<file path="config.mk">
export PLATFORM = sky130hd
export DESIGN_NAME = vend_change_controller
export DESIGN_NICKNAME = d
export VERILOG_FILES = /design/src/rtl/vend_change_controller.sv
export SDC_FILE = /design/constraint.sdc
export NUM_CORES = 1
export LEC_CHECK = 0
export CAP_MARGIN = 20
export CORE_ASPECT_RATIO = 1.75
export CORE_UTILIZATION = 56
export DETAILED_ROUTE_END_ITERATION = 8
export HOLD_SLACK_MARGIN = 0.02
export PLACE_DENSITY_LB_ADDON = 0.3
export SKIP_CTS_REPAIR_TIMING = 1
export SYNTH_ARGS = -nofsm -noshare
export SYNTH_HDL_FRONTEND = slang
export SYNTH_SLANG_ARGS = --single-unit
export TNS_END_PERCENT = 50
</file>
<file path="constraint.sdc">
create_clock -name clock -period 3.9 [get_ports clock]
set_input_delay 0.78 -clock clock [delete_from_list [all_inputs] [get_ports clock]]
set_output_delay 0.78 -clock clock [all_outputs]
set_load 0.1 [all_outputs]
</file>
<file path="src/rtl/vend_change_controller.sv">
// vend_change_controller
//
// Sequencing controller for the coin-operated vending datapath. It accumulates
// nickel/dime/quarter credit and fires a one-cycle dispense pulse when the
// credit reaches PRICE. It then pays back the excess one coin per cycle,
// always choosing the largest coin that fits.
//
// Coins are refused, with a one-cycle coinReject pulse, in three cases:
// when they arrive while a vend or change sequence is running, when they
// would push credit above MAX_CREDIT, or when several coin inputs are high on
// the same edge. In the last case the largest coin is still accepted.
//
// Parameters:
//   PRICE      product price in cents (multiple of 5, 5..MAX_CREDIT)
//   MAX_CREDIT highest credit ever held (multiple of 5)
//   CREDIT_W   credit register width; must hold MAX_CREDIT
//
// Ports:
//   clock            single clock, rising edge
//   reset            synchronous, active-high
//   fiveCents        nickel inserted (one-cycle pulse)
//   tenCents         dime inserted (one-cycle pulse)
//   twentyFiveCents  quarter inserted (one-cycle pulse)
//   cancel           refund request (only when VEND_CANCEL_EN is defined)
//   theProduct       dispense pulse, high for the single VEND cycle
//   returnQuarter    change coin pulses; at most one is high per cycle
//   returnDime
//   returnNickel
//   coinReject       a coin was refused on the previous edge
//   busy             a vend or change sequence is in progress
//   credit           current credit in cents
//
// Optional feature macro: VEND_CANCEL_EN. When it is defined, the cancel port
// exists. Asserting cancel in IDLE with non-zero credit refunds the whole
// credit through the CHANGE sequence without vending.

module vend_change_controller #(
  parameter int PRICE      = 25,
  parameter int MAX_CREDIT = 95,
  parameter int CREDIT_W   = 7
) (
  input  logic                clock,
  input  logic                reset,
  input  logic                fiveCents,
  input  logic                tenCents,
  input  logic                twentyFiveCents,
`ifdef VEND_CANCEL_EN
  input  logic                cancel,
`endif
  output logic                theProduct,
  output logic                returnQuarter,
  output logic                returnDime,
  output logic                returnNickel,
  output logic                coinReject,
  output logic                busy,
  output logic [CREDIT_W-1:0] credit
);

  typedef enum logic [1:0] {
    IDLE   = 2'd0,
    VEND   = 2'd1,
    CHANGE = 2'd2
  } state_t;

  // Coin values at register width, plus price and limit at width+1. The
  // extra bit lets credit+coin be formed without wrapping.
  localparam logic [CREDIT_W-1:0] C5      = CREDIT_W'(5);
  localparam logic [CREDIT_W-1:0] C10     = CREDIT_W'(10);
  localparam logic [CREDIT_W-1:0] C25     = CREDIT_W'(25);
  localparam logic [CREDIT_W:0]   PRICE_W = (CREDIT_W+1)'(PRICE);
  localparam logic [CREDIT_W:0]   MAX_W   = (CREDIT_W+1)'(MAX_CREDIT);

  state_t              state;
  logic                coin_any;
  logic                coin_multi;
  logic [CREDIT_W-1:0] coin_val;
  logic [CREDIT_W:0]   sum;
  logic [CREDIT_W-1:0] change_val;
  logic                cancel_req;

  // Several simultaneous coins: the largest one wins and the rest are
  // reported through coinReject.
  assign coin_any   = fiveCents | tenCents | twentyFiveCents;
  assign coin_multi = (fiveCents & tenCents) | (fiveCents & twentyFiveCents)
                    | (tenCents & twentyFiveCents);
  assign coin_val   = twentyFiveCents ? C25 : (tenCents ? C10 : C5);
  assign sum        = {1'b0, credit} + {1'b0, coin_val};

  // Greedy change: the largest coin not exceeding the remaining credit.
  // Credit is always a non-zero multiple of 5 while in CHANGE, so a nickel is
  // the correct fallback.
  assign change_val = (credit >= C25) ? C25 : ((credit >= C10) ? C10 : C5);

`ifdef VEND_CANCEL_EN
  // A cancel with nothing to refund is ignored, so a coin on that edge is
  // processed normally.
  assign cancel_req = cancel && (credit != '0);
`else
  assign cancel_req = 1'b0;
`endif

  // NOTE: all stored values use non-blocking assignments. Every branch then
  // reads the pre-edge state and credit, whatever order the statements run in.
  always_ff @(posedge clock) begin
    if (reset) begin
      state      <= IDLE;
      credit     <= '0;
      coinReject <= 1'b0;
    end else begin
      coinReject <= 1'b0;
      case (state)
        IDLE: begin
          if (cancel_req) begin
            // Refund the whole credit. Any coin on this edge is refused.
            state      <= CHANGE;
            coinReject <= coin_any;
          end else if (coin_any) begin
            if (sum > MAX_W) begin
              coinReject <= 1'b1;
            end else begin
              coinReject <= coin_multi;
              if (sum >= PRICE_W) begin
                credit <= CREDIT_W'(sum - PRICE_W);
                state  <= VEND;
              end else begin
                credit <= sum[CREDIT_W-1:0];
              end
            end
          end
        end
        VEND: begin
          coinReject <= coin_any;
          state      <= (credit != '0) ? CHANGE : IDLE;
        end
        CHANGE: begin
          coinReject <= coin_any;
          credit     <= credit - change_val;
          if (credit == change_val) begin
            state <= IDLE;
          end
        end
        default: begin
          state <= IDLE;
        end
      endcase
    end
  end

  // Moore outputs, decoded only from the state and credit registers.
  assign theProduct    = (state == VEND);
  assign busy          = (state != IDLE);
  assign returnQuarter = (state == CHANGE) && (credit >= C25);
  assign returnDime    = (state == CHANGE) && (credit <  C25) && (credit >= C10);
  assign returnNickel  = (state == CHANGE) && (credit <  C10);

endmodule

</file>
==> After elaboration in Yosys (flattened, before gate mapping) <==
Cells that the tools add are included.
{ "op_classes": {"add_sub_neg": 3, "magnitude_cmp": 6, "eq_ne": 7, "n_mux": 17, "n_bitwise": 7, "n_reduce_logical": 11} }
{ "ops": {"columns": ["cell", "count"], "rows": [
  ["two-way mux 7 bit", 3],
  ["case mux 7 bit (2 select lines)", 1],
  ["two-way mux 2 bit", 5],
  ["two-way mux 5 bit", 2],
  ["adder 7 x 5 -> 8 bit", 1],
  ["greater-or-equal comparator 8 x 5 -> 1 bit, second input constant", 1],
  ["> comparator 8 x 7 -> 1 bit, second input constant", 1],
  ["two-way mux 4 bit", 2],
  ["inequality test 2 bit, second input constant", 4],
  ["equality test 7 x 5 -> 1 bit", 1],
  ["greater-or-equal comparator 7 x 4 -> 1 bit, second input constant", 1],
  ["greater-or-equal comparator 7 x 5 -> 1 bit, second input constant", 1],
  ["< comparator 7 x 4 -> 1 bit, second input constant", 1],
  ["< comparator 7 x 5 -> 1 bit, second input constant", 1],
  ["nonzero test 7 bit", 1],
  ["subtractor 7 x 5 -> 7 bit", 1],
  ["subtractor 7 x 5 -> 7 bit, second input constant", 1],
  ["case mux 2 bit (3 select lines)", 1],
  ["logical AND 1 bit", 4],
  ["OR 1 bit", 4],
  ["AND reduction 4 bit", 1],
  ["nonzero test 2 bit", 2],
  ["AND 1 bit", 3],
  ["AND reduction 3 bit", 1],
  ["6 further kinds", 7]
]} }
{ "word_totals": {"regBits": 10, "input_bits": 5, "out_inout_bits": 13, "wordCells": 54} }

==> Depth between registers and ports, before layout <==
Gate-level depths: netlist (run 1).
{ "depth": {"word_depth": 8, "depth_mapped": 14} }

==> Least setup slack after synthesis (run 1) <==
No wires, ideal clock.
{ "synth_timing": {"kind": "register to output", "startpoint": "register credit[6]", "endpoint": "output returnDime", "arrival_ns": 3.080, "required_time_ns": 3.120, "path_slack_ns": 0.040, "path_stages_with_launch": 7, "cell_sequence": "dfxtp_1 buf_1 or3_1 nor2_1 nor2b_1 inv_1 nor2_1"} }
{ "synth_via": {"elab_chain_cells": 3} }
{ "synth_lines": {"columns": ["item", "line_no", "text"], "rows": [
  ["start, declared", "56", "output logic [CREDIT_W-1:0] credit"],
  ["start signal, assigned", "123", "credit <= CREDIT_W'(sum - PRICE_W);"],
  ["start signal, assigned", "126", "credit <= sum[CREDIT_W-1:0];"],
  ["start signal, assigned", "137", "credit <= credit - change_val;"],
  ["< comparator 7 x 5 -> 1 bit", "153", "assign returnDime = (state == CHANGE) && (credit < C25) && (credit >= C10);"],
  ["logical AND 1 bit", "153", null],
  ["logical AND 1 bit (*)", "153", null],
  ["end, declared", "52", "output logic returnDime,"]
]} }
Every way passes the cells marked *; elsewhere a longest branch is shown, timed or not.

==> Worst setup path in the final report (run 1) <==
{ "layout_timing": {"startpoint": "input twentyFiveCents", "endpoint": "register credit[5]"} }
{ "layout_via": {"elab_chain_cells": 7} }
{ "layout_lines": {"columns": ["item", "line_no", "text"], "rows": [
  ["start, declared", "46", "input logic twentyFiveCents,"],
  ["two-way mux 5 bit", "86", "assign coin_val = twentyFiveCents ? C25 : (tenCents ? C10 : C5);"],
  ["adder 7 x 5 -> 8 bit", "87", "assign sum = {1'b0, credit} + {1'b0, coin_val};"],
  ["subtractor 7 x 5 -> 7 bit / greater-or-equal comparator 8 x 5 -> 1 bit (equally long branches)", "123, 122", null],
  ["two-way mux 7 bit", "122", "if (sum >= PRICE_W) begin"],
  ["two-way mux 7 bit", "118", "if (sum > MAX_W) begin"],
  ["two-way mux 7 bit", "117", "end else if (coin_any) begin"],
  ["case mux 7 bit (2 select lines)", "111", "case (state)"]
]} }
Parallel ways exist; a longest one is shown, timed or not. The select of a mux whose other input is x is not followed.
A chain may end at the register's enable or synchronous reset.

==> out/metrics.cfg, run 1 <==
[synthesis]
synthMuxAreaShare = 0.02747
synth-xor-area-share = 0.02403
syn-num-nets = 226
synth-compound-area-share = 0.3382
avgSynthCellArea_um2 = 7.216
synth-simple-area-share = 0.2318
synth_area_um2 = 1458
synthFlopType = dfxtp_1
synth_cell_types = 48
yosysSeqAreaShare = 0.1373
yosys.area_share.adder = 0.1734
async_flop_share = 0
synth_edf_count = 0
netlist_instances = 202
synth_top_family_by_area = compound AO/OA/AOI/OAI gates
ys_ff_latch = 10
yosys_warnings = 0

[global_route]
grt_pass1_vias = 1641
grt-ovfl-total = 0
grt_start_max_net_pins = 15
grtUsageTotal = 0.3635
grt_pass1_wl_mm = 7.327
antenna_found_initial = 0

[detailed_routing]
wl_met3_um = 209
totalWireLength_mm = 4.346
drc = 0
wl_per_cell_um = 16.98
wl_met2_mm = 2.306
avgViaCountPerCell = 6.438
m1WireLength_mm = 1.640
drtIter0Drc = 82
postRouteAntennaNets = 0
firstDrtPassIters = 4
top_layer = met4
vias = 1648

[timing]
min_period_over_period = 0.9615
slew_violations = 0
clock.fmax_mhz = 266.7
hold_ws_ns = 0.5377
skew_ns = 0.005742
hold_violations = 0
max_slew_margin = 0.3491
fin_crit_ns = 3.750
worst_pin_slew_ns = 0.9734
setup_viol = 0

[final_layout]
drive_gt1_frac = 0.1261
area_delta_synth_final_pct = 22.06
antenna_cells = 0
layout_common_cells = nor2_1 (23), nand2_1 (20), buf_4 (19), o21ai_0 (18)
nets = 256
final_cells = 256
layout_commonest_cell = nor2_1
fill_cells = 199

[floorplan]
dieArea_um2 = 2819
core_um2 = 2492
die_w_um = 40.57
io_pins = 18
start_util = 0.5848
rows = 24
fp.dieH_um = 69.49

[placed_design]
dpl.cell_count = 253
gp_congestion = 0.9169
numPortBuffers = 17
dp_hpwl_mm = 3.381

[worst_hold_path]
hold_path.class = flop to flop
whs_path_depth = 2
min_to = state[1]
hp-start = state[1]

[job]
maxCapViolCount = 0

[clocking]
path_clk_slew_ns = 0.05
clock_latency_ns = 0.24
cts_tree = done
clockBufferDepth = 2
cts_buffers = 3
htreeDepth = 1
clkSinkCount = 10
cts-root-buf = clkbuf_8

[critical_path]
path_common_cell = buf_4
cpMaxStageDelayCell = clkdlybuf4s50_1
crit_fanout = 6
crit_type = primary input to flop
r2r_setup_slack_ns = 0.63
r2r_cells = 14
r2r_end = credit[6]
endpoint_kind = flop
timing.rr.start = credit[1]
start_kind = primary input
cp_cell_sequence = clkdlybuf4s50_1 -> buf_4 -> or2_2 -> inv_1 -> ha_1 -> buf_4 -> a211oi_1 -> a211oi_1 -> buf_4 -> a2111oi_4 -> or2_1 -> nor3_1 -> o41a_1
crit_required_ns = 4.02
max_stage_delay_ns = 0.43
arrival_ns = 3.87

[run_status]
status = finished, final reports clean

## logic make-up after synthesis
logic type      after synthesis
mux                           4
flops                        10
simple gates                 71
compound gates               70
xor+xnor                      4
buf+inv                      24
fa+ha+maj                    19
## metrics by stage
stage / area [um2] / setup WS (ns) / TNS (ns) / util
final: 1779 / 0.1502 / 0 / 0.7139
after global routing: 1779 / -0.02163 / -0.02163 / 0.7139
after floorplan: 1458 / 0.03954 / 0 / -
after CTS: 1769 / 0.1323 / 0 / 0.7098
after global placement: 1728 / -0.03738 / -0.03738 / 0.6933
after detailed placement: 1728 / -0.1013 / -0.1310 / 0.6933
## worst max path at each step
| stage | startpoint | to | slack, ns | cells past startpoint |
|---|---|---|---|---|
| final | twentyFiveCents | credit[5] | 0.15 | 13 |
| after global routing | twentyFiveCents | credit[5] | -0.02 | 12 |
| after CTS | twentyFiveCents | credit[5] | 0.13 | 12 |
| after detailed placement | twentyFiveCents | credit[5] | -0.10 | 12 |
| after global placement | twentyFiveCents | credit[5] | -0.04 | 12 |
| after floorplan | credit[6] | returnDime | 0.04 | 6 |
## worst max-delay path: cells and delay by family
family,cells,cell delay [ns]
and+or+nand+nor,3,0.59
buffers and inverters,5,1.03
AOI/OAI and AO/OA,4,1.20
adders and majority gates,1,0.27
## sequential cells by signal (all words and copies together) (netlist names)
signal,flops
coinReject,1
credit,7
state,2
## cell type report
cell class | count | area [um2] | share of cell area
Clock buffer | 3 | 41.29 | 0.02321
Timing Repair Buffer | 32 | 272.8 | 0.1533
Inverter | 17 | 63.81 | 0.03586
Sequential cell | 10 | 200.2 | 0.1125
Tap cell | 26 | 32.53 | 0.01828
Multi-Input combinational cell | 168 | 1169 | 0.6568
## per-layer routing
| layer | GRT usage | up-vias |
|---|---|---|
| met3 | 0.08013 | 23 |
| met2 | 0.5802 | 62 |
| met1 | 0.4024 | 759 |
| li1 | - | 804 |
| met5 | 0 | - |
| met4 | 0.2185 | 0 |
## cells in the mapped netlist, types with 2 or more instances
library cell | instances | share of area
a2111oi_0 | 2 | 0.012
xnor2_1 | 3 | 0.018
or3_1 | 3 | 0.013
a31oi_1 | 2 | 0.0086
a21o_1 | 2 | 0.010
a211oi_1 | 6 | 0.031
nand2b_1 | 5 | 0.021
or2_2 | 2 | 0.0086
o21a_1 | 3 | 0.015
a311oi_1 | 3 | 0.018
o32a_1 | 2 | 0.014
nand2_1 | 20 | 0.052
o21ai_0 | 19 | 0.065
o2bb2ai_1 | 2 | 0.012
a21oi_1 | 14 | 0.048
nor2b_1 | 3 | 0.013
clkbuf_1 | 4 | 0.010
nand4_1 | 2 | 0.0086
o311ai_0 | 2 | 0.012
nor2_1 | 23 | 0.059
nor3b_1 | 2 | 0.010
fa_1 | 2 | 0.027
o22ai_1 | 2 | 0.0086
inv_1 | 17 | 0.044
mux2i_1 | 4 | 0.027
dfxtp_1 | 10 | 0.14
nor3_1 | 5 | 0.017
nor4_1 | 2 | 0.0086
ha_1 | 17 | 0.15
Power of run 1 is not shown: default switching activity piles up to over one toggle a cycle in this logic, so the estimate is an artifact.
==> run 2: changes to the inputs <==
--- a/config.mk
+++ b/config.mk
@@ -6,8 +6,12 @@
 export NUM_CORES = 1
 export LEC_CHECK = 0
 export CAP_MARGIN = 20
+export CELL_PAD_IN_SITES_DETAIL_PLACEMENT = 0
+export CELL_PAD_IN_SITES_GLOBAL_PLACEMENT = 1
 export CORE_ASPECT_RATIO = 1.75
-export CORE_UTILIZATION = 56
+export CORE_MARGIN = 5
+export CORE_UTILIZATION = 42
+export CTS_BUF_LIST = sky130_fd_sc_hd__clkbuf_8
 export DETAILED_ROUTE_END_ITERATION = 8
 export HOLD_SLACK_MARGIN = 0.02
 export PLACE_DENSITY_LB_ADDON = 0.3
==> out/metrics.cfg, run 2 (synthesis gave the netlist of run 1 again) <==
[final_layout]
drive_gt1_frac = 0.1496
area_delta_synth_final_pct = 26.27
fill_cells = 357
layout_common_cells = nor2_1 (23), buf_4 (23), nand2_1 (20), o21ai_0 (19), inv_1 (17)
nets = 260
largestRegisters = credit: 7 flops, state: 2 flops, coinReject: 1 flops
antenna_cells = 0
largest_reg_flops = 7
regMostFlops = credit
final_cells = 279

[global_route]
grtUsageTotal = 0.2087
grt_pass1_vias = 1634
grt.busiest_layer = met2
grt-ovfl-total = 0
met3_usage = 0.01704
gr-usage-met2 = 0.3969
use_met1 = 0.2124
grt_pass1_wl_mm = 7.465
grt_start_max_net_pins = 15
antenna_found_initial = 0

[critical_path]
cpMaxStageDelayCell = clkdlybuf4s50_1
endpoint_kind = flop
crit_type = primary input to flop
r2r_end = credit[6]
timing.rr.start = credit[2]
crit_fanout = 6
r2r_cells = 14
arrival_ns = 3.87
start_kind = primary input
cp_cell_sequence = clkdlybuf4s50_1 -> buf_4 -> or2_2 -> inv_1 -> ha_1 -> buf_4 -> a211oi_1 -> nor3b_1 -> nor2_1 -> o311ai_0 -> xnor2_1 -> nor3_1 -> o41a_1
r2r_setup_slack_ns = 0.70
crit_required_ns = 4.01
max_stage_delay_ns = 0.42
path_common_cell = buf_4

[timing]
hold_violations = 0
min_period_over_period = 0.9632
worst_pin_slew_ns = 0.9754
slew_violations = 0
clock.fmax_mhz = 266.2
rsz0062_at_grt = no
skew_ns = 0.001295
setup_viol = 0
max_slew_margin = 0.3477
fin_crit_ns = 3.756

[floorplan]
start_util = 0.4334
core_um2 = 3363
fp.dieH_um = 87.94
dieArea_um2 = 4796
io_pins = 18
rows = 28
die_w_um = 54.54

[job]
maxCapViolCount = 0

[placed_design]
dpl.cell_count = 274
gp_congestion = 0.8872
dp_hpwl_mm = 3.652
numPortBuffers = 17

[clocking]
path_clk_slew_ns = 0.05
htreeDepth = 1
clkSinkCount = 10
clock_latency_ns = 0.23
cts-root-buf = clkbuf_8
cts_tree = done
clockBufferDepth = 2
cts_buffers = 3

[detailed_routing]
postRouteAntennaNets = 0
firstDrtPassIters = 4
drtIter0Drc = 86
totalWireLength_mm = 4.563
wl_per_cell_um = 16.35
vias = 1599
drc = 0
avgViaCountPerCell = 5.731

[run_status]
status = finished, final reports clean

[worst_hold_path]
hp-start = state[1]
hold_path.class = flop to flop
whs_path_depth = 2
min_to = state[1]

-- run 2: routing by layer --
metal  routed length [um]  up-vias
met4                  159        0
met1                 1785      749
li1                     -      807
met5                    0        -
met2                 2551       31
met3                   66       12
-- run 2: critical path, delay by kind of cell --
family,cells,cell delay (ns)
AO/OA/AOI/OAI,3,0.91
XOR/XNOR,1,0.23
adder cells (fa/ha/maj),1,0.25
buffers and inverters,4,0.83
AND/OR/NAND/NOR,4,0.87
-- run 2: area by class of cell --
class                   count  area (um2)  share of cell area
flip-flops and latches     10       200.2              0.1088
repair buffers             36       302.8              0.1645
clock buffers               3       41.29             0.02243
inverters                  17       63.81             0.03467
well taps                  45       56.30             0.03059
multi-input cells         168        1176              0.6390
-- run 2: through the flow --
step | util | setup TNS (ns) | worst slack [ns] | hold slack [ns] | cell area [um2]
final | 0.5472 | 0 | 0.1436 | 0.5201 | 1841
after global routing | 0.5472 | 0 | 0.005689 | 0.5400 | 1841
after CTS | 0.5376 | 0 | 0.04492 | 0.5172 | 1808
after detailed placement | 0.5253 | -0.6791 | -0.1978 | 0.5117 | 1767
after global placement | 0.5253 | -0.3199 | -0.1417 | 0.4995 | 1767
after floorplan | - | 0 | 0.03954 | 0.4677 | 1458
-- run 2: worst max path at each step --
stage | from | endpoint | slack (ns) | depth (start not counted)
final | twentyFiveCents | credit[5] | 0.14 | 13
after global routing | twentyFiveCents | credit[1] | 0.006 | 13
after CTS | tenCents | credit[5] | 0.04 | 12
after detailed placement | tenCents | credit[5] | -0.20 | 12
after global placement | twentyFiveCents | credit[5] | -0.14 | 12
after floorplan | credit[6] | returnDime | 0.04 | 6
Power of run 2 is left out for the same reason.
==> run 3: changes to the inputs <==
==> constraint.sdc (replaced) <==
create_clock -name clock -period 4 [get_ports clock]
set_input_delay 0.8 -clock clock [delete_from_list [all_inputs] [get_ports clock]]
set_output_delay 0.8 -clock clock [all_outputs]
set_load 0.1 [all_outputs]
==> out/metrics.cfg, run 3 (synthesis gave the netlist of run 1 again) <==
[timing]
hold_violations = 0
setup_viol = 0
worst_pin_slew_ns = 0.9744
slew_violations = 0
skew_ns = 0.0005575
max_slew_margin = 0.3484
fin_crit_ns = 3.831
setup_ws_ns = 0.1692
rsz0062_at_grt = no
min_period_over_period = 0.9577
clock.fmax_mhz = 261.0

[critical_path]
r2r_setup_slack_ns = 0.72
crit_type = primary input to flop
r2r_end = credit[6]
endpoint_kind = flop
cp_cell_sequence = clkdlybuf4s50_1 -> buf_4 -> or2_2 -> ha_1 -> nor2_1 -> nor3b_1 -> nor4_1 -> buf_4 -> a2111oi_4 -> or2_1 -> nor3_1 -> o41a_1
cpMaxStageDelayCell = ha_1
crit_fanout = 11
max_stage_delay_ns = 0.48
path_common_cell = buf_4
r2r_cells = 14
timing.rr.start = credit[1]
start_kind = primary input
arrival_ns = 3.96
crit_required_ns = 4.12

[clocking]
cts_buffers = 3
path_clk_slew_ns = 0.05
clockBufferDepth = 2
htreeDepth = 1
cts_tree = done
cts-root-buf = clkbuf_8
clock_latency_ns = 0.24
clkSinkCount = 10

[worst_hold_path]
min_to = state[1]
hold_path.class = flop to flop
hp-start = state[1]
whs_path_depth = 2

[detailed_routing]
vias = 1650
totalWireLength_mm = 4.478
drtIter0Drc = 47
wl_per_cell_um = 16.22
firstDrtPassIters = 4
postRouteAntennaNets = 0
drc = 0
avgViaCountPerCell = 5.978

[final_layout]
fill_cells = 346
nets = 256
regMostFlops = credit
layout_commonest_cell = nor2_1
largest_reg_flops = 7
antenna_cells = 0
seq_area_um2 = 200.2
area_delta_synth_final_pct = 23.95
layout_common_cells = nor2_1 (23), nand2_1 (20), o21ai_0 (19), buf_4 (19)
drive_gt1_frac = 0.1212
largestRegisters = credit: 7 flops, state: 2 flops, coinReject: 1 flops
multiInputGateArea_um2 = 1159

[global_route]
grtUsageTotal = 0.2083
grt_start_max_net_pins = 15
grt_pass1_vias = 1628
grt-ovfl-total = 0
antenna_found_initial = 0
grt_pass1_wl_mm = 7.362

[floorplan]
io_pins = 18
rows = 28
dieArea_um2 = 4796
start_util = 0.4334
die_w_um = 54.54
fp.dieH_um = 87.94
core_um2 = 3363

[placed_design]
dp_hpwl_mm = 3.580
numPortBuffers = 17
gp_congestion = 0.8611
dp_slack_ns = -0.05513

[run_status]
status = finished, final reports clean

[job]
maxCapViolCount = 0

## run 3: metrics by stage
stage / instance area [um2] / TNS [ns] / util / hold slack (ns) / cells
finish: 1807 / 0 / 0.5372 / 0.5174 / 276
global route: 1807 / 0 / 0.5372 / 0.5526 / 276
CTS: 1807 / 0 / 0.5372 / 0.5183 / 276
detailed placement: 1752 / -0.06682 / 0.5208 / 0.5105 / 272
global placement: 1752 / -0.005891 / 0.5208 / 0.4966 / 272
floorplan: 1458 / 0 / - / 0.4677 / 202
## run 3: worst max-delay path by stage
stage | from | endpoint | slack [ns] | cells after the start
final | twentyFiveCents | credit[5] | 0.17 | 12
after global routing | twentyFiveCents | credit[1] | 0.02 | 13
after CTS | tenCents | credit[5] | 0.18 | 12
after detailed placement | tenCents | credit[5] | -0.06 | 12
after global placement | twentyFiveCents | credit[5] | -0.006 | 12
after floorplan | credit[6] | returnDime | 0.12 | 6
## run 3: layout make-up
type | count | area share
clock buffer | 4 | 0.03047
inverter | 17 | 0.03532
multi-input combinational | 168 | 0.6413
sequential | 10 | 0.1108
tap | 45 | 0.03116
timing repair buffer | 32 | 0.1510
## run 3: routing by layer
layer	vias up	share of wire	track usage
li1	799	-	-
met1	770	0.37	0.2119
met2	63	0.54	0.3784
met3	18	0.042	0.01533
met4	0	0.046	0.1429
met5	-	0	0
## run 3: critical path, delay by kind of cell
| kind | cells | cell delay (ns) |
|---|---|---|
| compound gates | 2 | 0.70 |
| fa+ha+maj | 1 | 0.48 |
| buf+inv | 3 | 0.73 |
| simple gates | 6 | 1.26 |
Power of run 3 is left out for the same reason.
